<file path="config.mk">
export PLATFORM = sky130hd
export DESIGN_NAME = regfile_mp_sb
export DESIGN_NICKNAME = d
export VERILOG_FILES = /design/src/rtl/regfile_mp_sb.sv
export SDC_FILE = /design/constraint.sdc
export NUM_CORES = 2
export LEC_CHECK = 0
export CAP_MARGIN = 20
export CORE_ASPECT_RATIO = 1.4
export CORE_MARGIN = 3
export CORE_UTILIZATION = 40
export DETAILED_ROUTE_END_ITERATION = 16
export GPL_ROUTABILITY_DRIVEN = 0
export PLACE_DENSITY = 0.61
export RECOVER_POWER = 25
export SKIP_CTS_REPAIR_TIMING = 1
export SYNTH_ARGS = -nofsm -noshare
export SYNTH_HDL_FRONTEND = slang
export SYNTH_SLANG_ARGS = --single-unit
</file>
<file path="constraint.sdc">
create_clock -name clk -period 3.9 [get_ports clk]
set_input_delay 0.585 -clock clk [delete_from_list [all_inputs] [get_ports clk]]
set_output_delay 0.585 -clock clk [all_outputs]
set_load 0.05 [all_outputs]
</file>
<file path="src/rtl/regfile_mp_sb.sv">
// Multi-port register file: NRD read ports, two write ports with write-through bypass,
// and a per-register busy scoreboard set at issue and cleared by tagged writebacks.
module regfile_mp_sb #(
    parameter int XLEN = 32,
    parameter int NREG = 32,
    parameter int NRD  = 2,
    localparam int AW  = (NREG > 1) ? $clog2(NREG) : 1
) (
    input  logic                clk,
    input  logic                reset,
    input  logic [NRD*AW-1:0]   rd_addr,
    output logic [NRD*XLEN-1:0] rd_data,
    output logic [NRD-1:0]      rd_busy,
    input  logic                we0,
    input  logic [AW-1:0]       wa0,
    input  logic [XLEN-1:0]     wd0,
    input  logic                wclr0,
    input  logic                we1,
    input  logic [AW-1:0]       wa1,
    input  logic [XLEN-1:0]     wd1,
    input  logic                wclr1,
    input  logic                iss_valid,
    input  logic [AW-1:0]       iss_rd,
    output logic [NREG-1:0]     busy_vec
);

    localparam logic [AW:0] NREG_W = (AW+1)'(NREG);

    logic [XLEN-1:0] regs_r [NREG];
    logic [NREG-1:0] busy_r;
    logic [NREG-1:0] busy_nxt_s;

    // Nonzero and inside the implemented register range.
    function automatic logic addr_ok(input logic [AW-1:0] a);
        return (a != {AW{1'b0}}) && ({1'b0, a} < NREG_W);
    endfunction

    // Register array update; port 1 wins when both ports hit the same register.
    always_ff @(posedge clk) begin
        if (!reset) begin
            for (int i = 0; i < NREG; i++) begin
                regs_r[i] <= {XLEN{1'b0}};
            end
        end else begin
            regs_r[0] <= {XLEN{1'b0}};
            for (int i = 1; i < NREG; i++) begin
                if (we1 && (wa1 == AW'(i))) begin
                    regs_r[i] <= wd1;
                end else if (we0 && (wa0 == AW'(i))) begin
                    regs_r[i] <= wd0;
                end
            end
        end
    end

    // Scoreboard next state: clears from tagged writes, then issue set overrides.
    always_comb begin
        busy_nxt_s    = {NREG{1'b0}};
        busy_nxt_s[0] = 1'b0;
        for (int i = 1; i < NREG; i++) begin
            busy_nxt_s[i] = (iss_valid && (iss_rd == AW'(i)))
                          | (busy_r[i]
                             & ~(we0 && wclr0 && (wa0 == AW'(i)))
                             & ~(we1 && wclr1 && (wa1 == AW'(i))));
        end
    end

    // Scoreboard register.
    always_ff @(posedge clk) begin
        if (!reset) begin
            busy_r <= {NREG{1'b0}};
        end else begin
            busy_r <= busy_nxt_s;
        end
    end

    assign busy_vec = busy_r;

    for (genvar k = 0; k < NRD; k++) begin : g_rd
        logic [AW-1:0]   addr_s;
        logic [XLEN-1:0] data_s;
        logic            busy_s;

        assign addr_s = rd_addr[k*AW +: AW];

        // Read mux with write-through bypass; a clearing writeback hides the busy bit.
        always_comb begin
            data_s = {XLEN{1'b0}};
            busy_s = 1'b0;
            if (reset && addr_ok(addr_s)) begin
                if (we1 && (wa1 == addr_s)) begin
                    data_s = wd1;
                end else if (we0 && (wa0 == addr_s)) begin
                    data_s = wd0;
                end else begin
                    data_s = regs_r[addr_s];
                end
                busy_s = busy_r[addr_s]
                       && !(we1 && wclr1 && (wa1 == addr_s))
                       && !(we0 && wclr0 && (wa0 == addr_s));
            end else begin
                data_s = {XLEN{1'b0}};
                busy_s = 1'b0;
            end
        end

        assign rd_data[k*XLEN +: XLEN] = data_s;
        assign rd_busy[k]              = busy_s;
    end

endmodule

</file>
==> results_dict.tcl <==
set metrics [dict create \
    synth_top_family_by_area "compound AO/OA/AOI/OAI gates" \
    cts_sinks 1023 \
    worstPathMaxFanout 15 \
    holdCritPathClass "primary input to flip-flop" \
    swShare_pct 29.7 \
    synth_seq_cells 1023 \
    min_period_over_period_pct 103 \
    clockBufferDepth 3 \
    grt_pass1_wl_mm 431 \
    clock.fmax_mhz 249 \
    avgViaCountPerCell 7.73 \
    grt_pass1_vias 53600 \
    async_reset_ff_share_pct 0 \
    seqPwrFrac_pct 45.0 \
    grt-ovfl-total 0 \
    portBuffers 192 \
    drt_wl_total_mm 319 \
    rows 170 \
    cts_tree "built" \
    yosysSeqAreaShare_pct 48.8 \
    required_ns 4.52 \
    yosysWarnings 0 \
    antenna_found_initial 24 \
    nNetsFinal 5096 \
    rsz0062_at_grt "yes" \
    finClkSkew_ns 0 \
    synthFlopType "edfxtp_1" \
    num_io_pins 194 \
    syn-num-nets 4991 \
    vias 55400 \
    finalMaxSlewViolations 467 \
    cts_buffers 103 \
    postLayoutCoreUtil_pct 47.6 \
    worst_setup_path_end_kind "flip-flop" \
    hold_violations 0 \
    dpl.hpwl_mm 198 \
    synthSimpleGateAreaFrac_pct 5.34 \
    synth_cell_types 73 \
    drtIter0Drc 10600 \
    initial_core_util_pct 40.5 \
    path_common_cell "clkbuf_1" \
    coreArea_um2 154000 \
    worst_slack_ns -0.121 \
    die_w_um 340 \
    synth_compound_area_share_pct 21.6 \
    crit_path_cell_trace "dlygate4sd3_1, clkbuf_1, nor2b_1, nand3_1, clkbuf_1, nand2b_1, o21a_1, clkbuf_1, a22o_1" \
    syn_area_per_cell_um2 12.7 \
    power.density_nw_per_um2 405 \
    clock_latency_ns 0.74 \
    violations "capacitance limit, slew limit, setup timing" \
    crit_path_max_incr_delay_ns 1.55 \
    synth-xor-area-share_pct 0.281 \
    syn_area_um2 62300 \
    fp.dieH_um 473 \
    leakagePower_uw 0.0257 \
    combPwrFrac_pct 20.0 \
    power.internal_uw 20800 \
    status "complete, but fails checks" \
    wl_per_cell_um 44.5 \
    clockPowerShare_pct 35.0 \
    net-switching-power_uw 8820 \
    synth_fa_ha_area_share_pct 0 \
    maxCapViolCount 23 \
    root_buffer "clkbuf_16" \
    grt_max_degree 55 \
    tns_ns -1.55 \
    clk_pin_slew_ns 0.06 \
    critical_path.startpoint_type "primary input" \
    slew_headroom_pct -45.2 \
    place_ws_ns -0.146 \
    cp_slowest_cell "clkbuf_1" \
    cts_max_level 3 \
    final_cell_mix "edfxtp_1 (992), a22o_1 (939), buf_4 (408), mux4_2 (318), mux2i_1 (308)" \
    peakVddDrop_mv 0.366 \
    setup-violations-final 23 \
    final.min_clock_period_ns 4.02 \
    area_delta_synth_final_pct 17.6 \
    syn-instance-count 4895 \
    cp.arrival_ns 4.64 \
    dieArea_um2 161000 \
    synth_edf_count 992 \
    track_usage_pct 38.5 \
    final_common_cell "edfxtp_1" \
    ant_nets 0 \
    drc 0 \
    worst_pin_slew_ns 2.18 \
    synthMuxAreaShare_pct 18.4 \
    dr.pass1.iters 7 \
    fillers 13500 \
    post_route_cells_drive_above_1_share_pct 25.1 \
    criticalPathCategory "primary input to flip-flop" \
]
## stage by stage
stage	instances	hold slack, ns	instance area (um^2)	power, uW
2_1_floorplan	4895	0.735	62300	16500
3_3_place_gp	6959	0.539	70200	19100
3_5_place_dp	6959	0.538	70200	19200
4_1_cts	7150	0.391	73500	29300
5_1_grt	7153	0.409	73200	30100
6_report	7168	0.422	73300	29700
## synth_stat cells (all sizes together), types with 50 or more instances
master  count  area, um^2
edfxtp    992       29800
a22oi      86         646
nand3      77         385
clkbuf    435        1640
mux2i     308        3080
o21ai      94         478
nor2       71         267
buf       302        1690
mux2      111        1250
o22ai     120         751
nor3       61         305
mux4      318        7160
nand2     266         998
a21boi     67         503
a22o      939        8220
a21oi      50         254
## registers in the layout, indices dropped and copies added (netlist names)
name      flops
regs_r      992
busy_vec     31
## metal layers
metal,vias up,wire [um],track usage [%]
met1,27200,100000,44.6
met2,5986,133000,55.2
met3,1922,51000,15.1
met5,-,219,0.604
met4,14,34400,33.6
li1,20200,-,-
## cells by family (layout without fill, tap and decap cells)
kind of cell / after synthesis / after routing
buf+inv: 777 / 968
compound gates: 1654 / 1654
flops: 1023 / 1023
xor+xnor: 20 / 20
simple gates: 683 / 683
other cells: 1 / 19
mux: 737 / 737
## cell type report
| class | instances | area, um^2 | share of cell area [%] |
|---|---|---|---|
| multi-input combinational | 3095 | 29000 | 39.5 |
| inverter | 40 | 150 | 0.205 |
| tap | 2064 | 2580 | 3.52 |
| clock inverter | 73 | 684 | 0.934 |
| clock buffer | 118 | 2700 | 3.68 |
| sequential | 1023 | 30400 | 41.5 |
| timing repair buffer | 737 | 7750 | 10.6 |
| antenna | 18 | 45.0 | 0.0615 |
## final timing paths
| path | slack [ns] | end | depth (start not counted) | start |
|---|---|---|---|---|
| worst max-delay path | -0.12 | regs_r[29][5]$_SDFFCE_PN0P_ | 9 | wa0[1] |
| worst min-delay path | 0.42 | regs_r[18][10]$_SDFFCE_PN0P_ | 2 | reset |
| worst max register to register | 3.00 | busy_vec[3]$_SDFF_PN0_ | 3 | busy_vec[3]$_SDFF_PN0_ |
| worst min register to register | 0.56 | busy_vec[24]$_SDFF_PN0_ | 2 | busy_vec[24]$_SDFF_PN0_ |
## power groups by stage
stage                     clock [uW]  sequential (uW)  combinational (uW)
after floorplan                    0            13400                3090
after global placement             0            13500                5620
after detailed placement           0            13500                5660
after CTS                      10300            13300                5680
after global routing           10700            13400                5950
final                          10400            13400                5930
## worst max-delay path, delay by kind of cell
family	cells	cell delay [ns]
AND/OR/NAND/NOR	3	0.45
AO/OA/AOI/OAI	2	0.51
buffers and inverters	4	3.04
No activity file was read; power rests on OpenSTA's default activity.
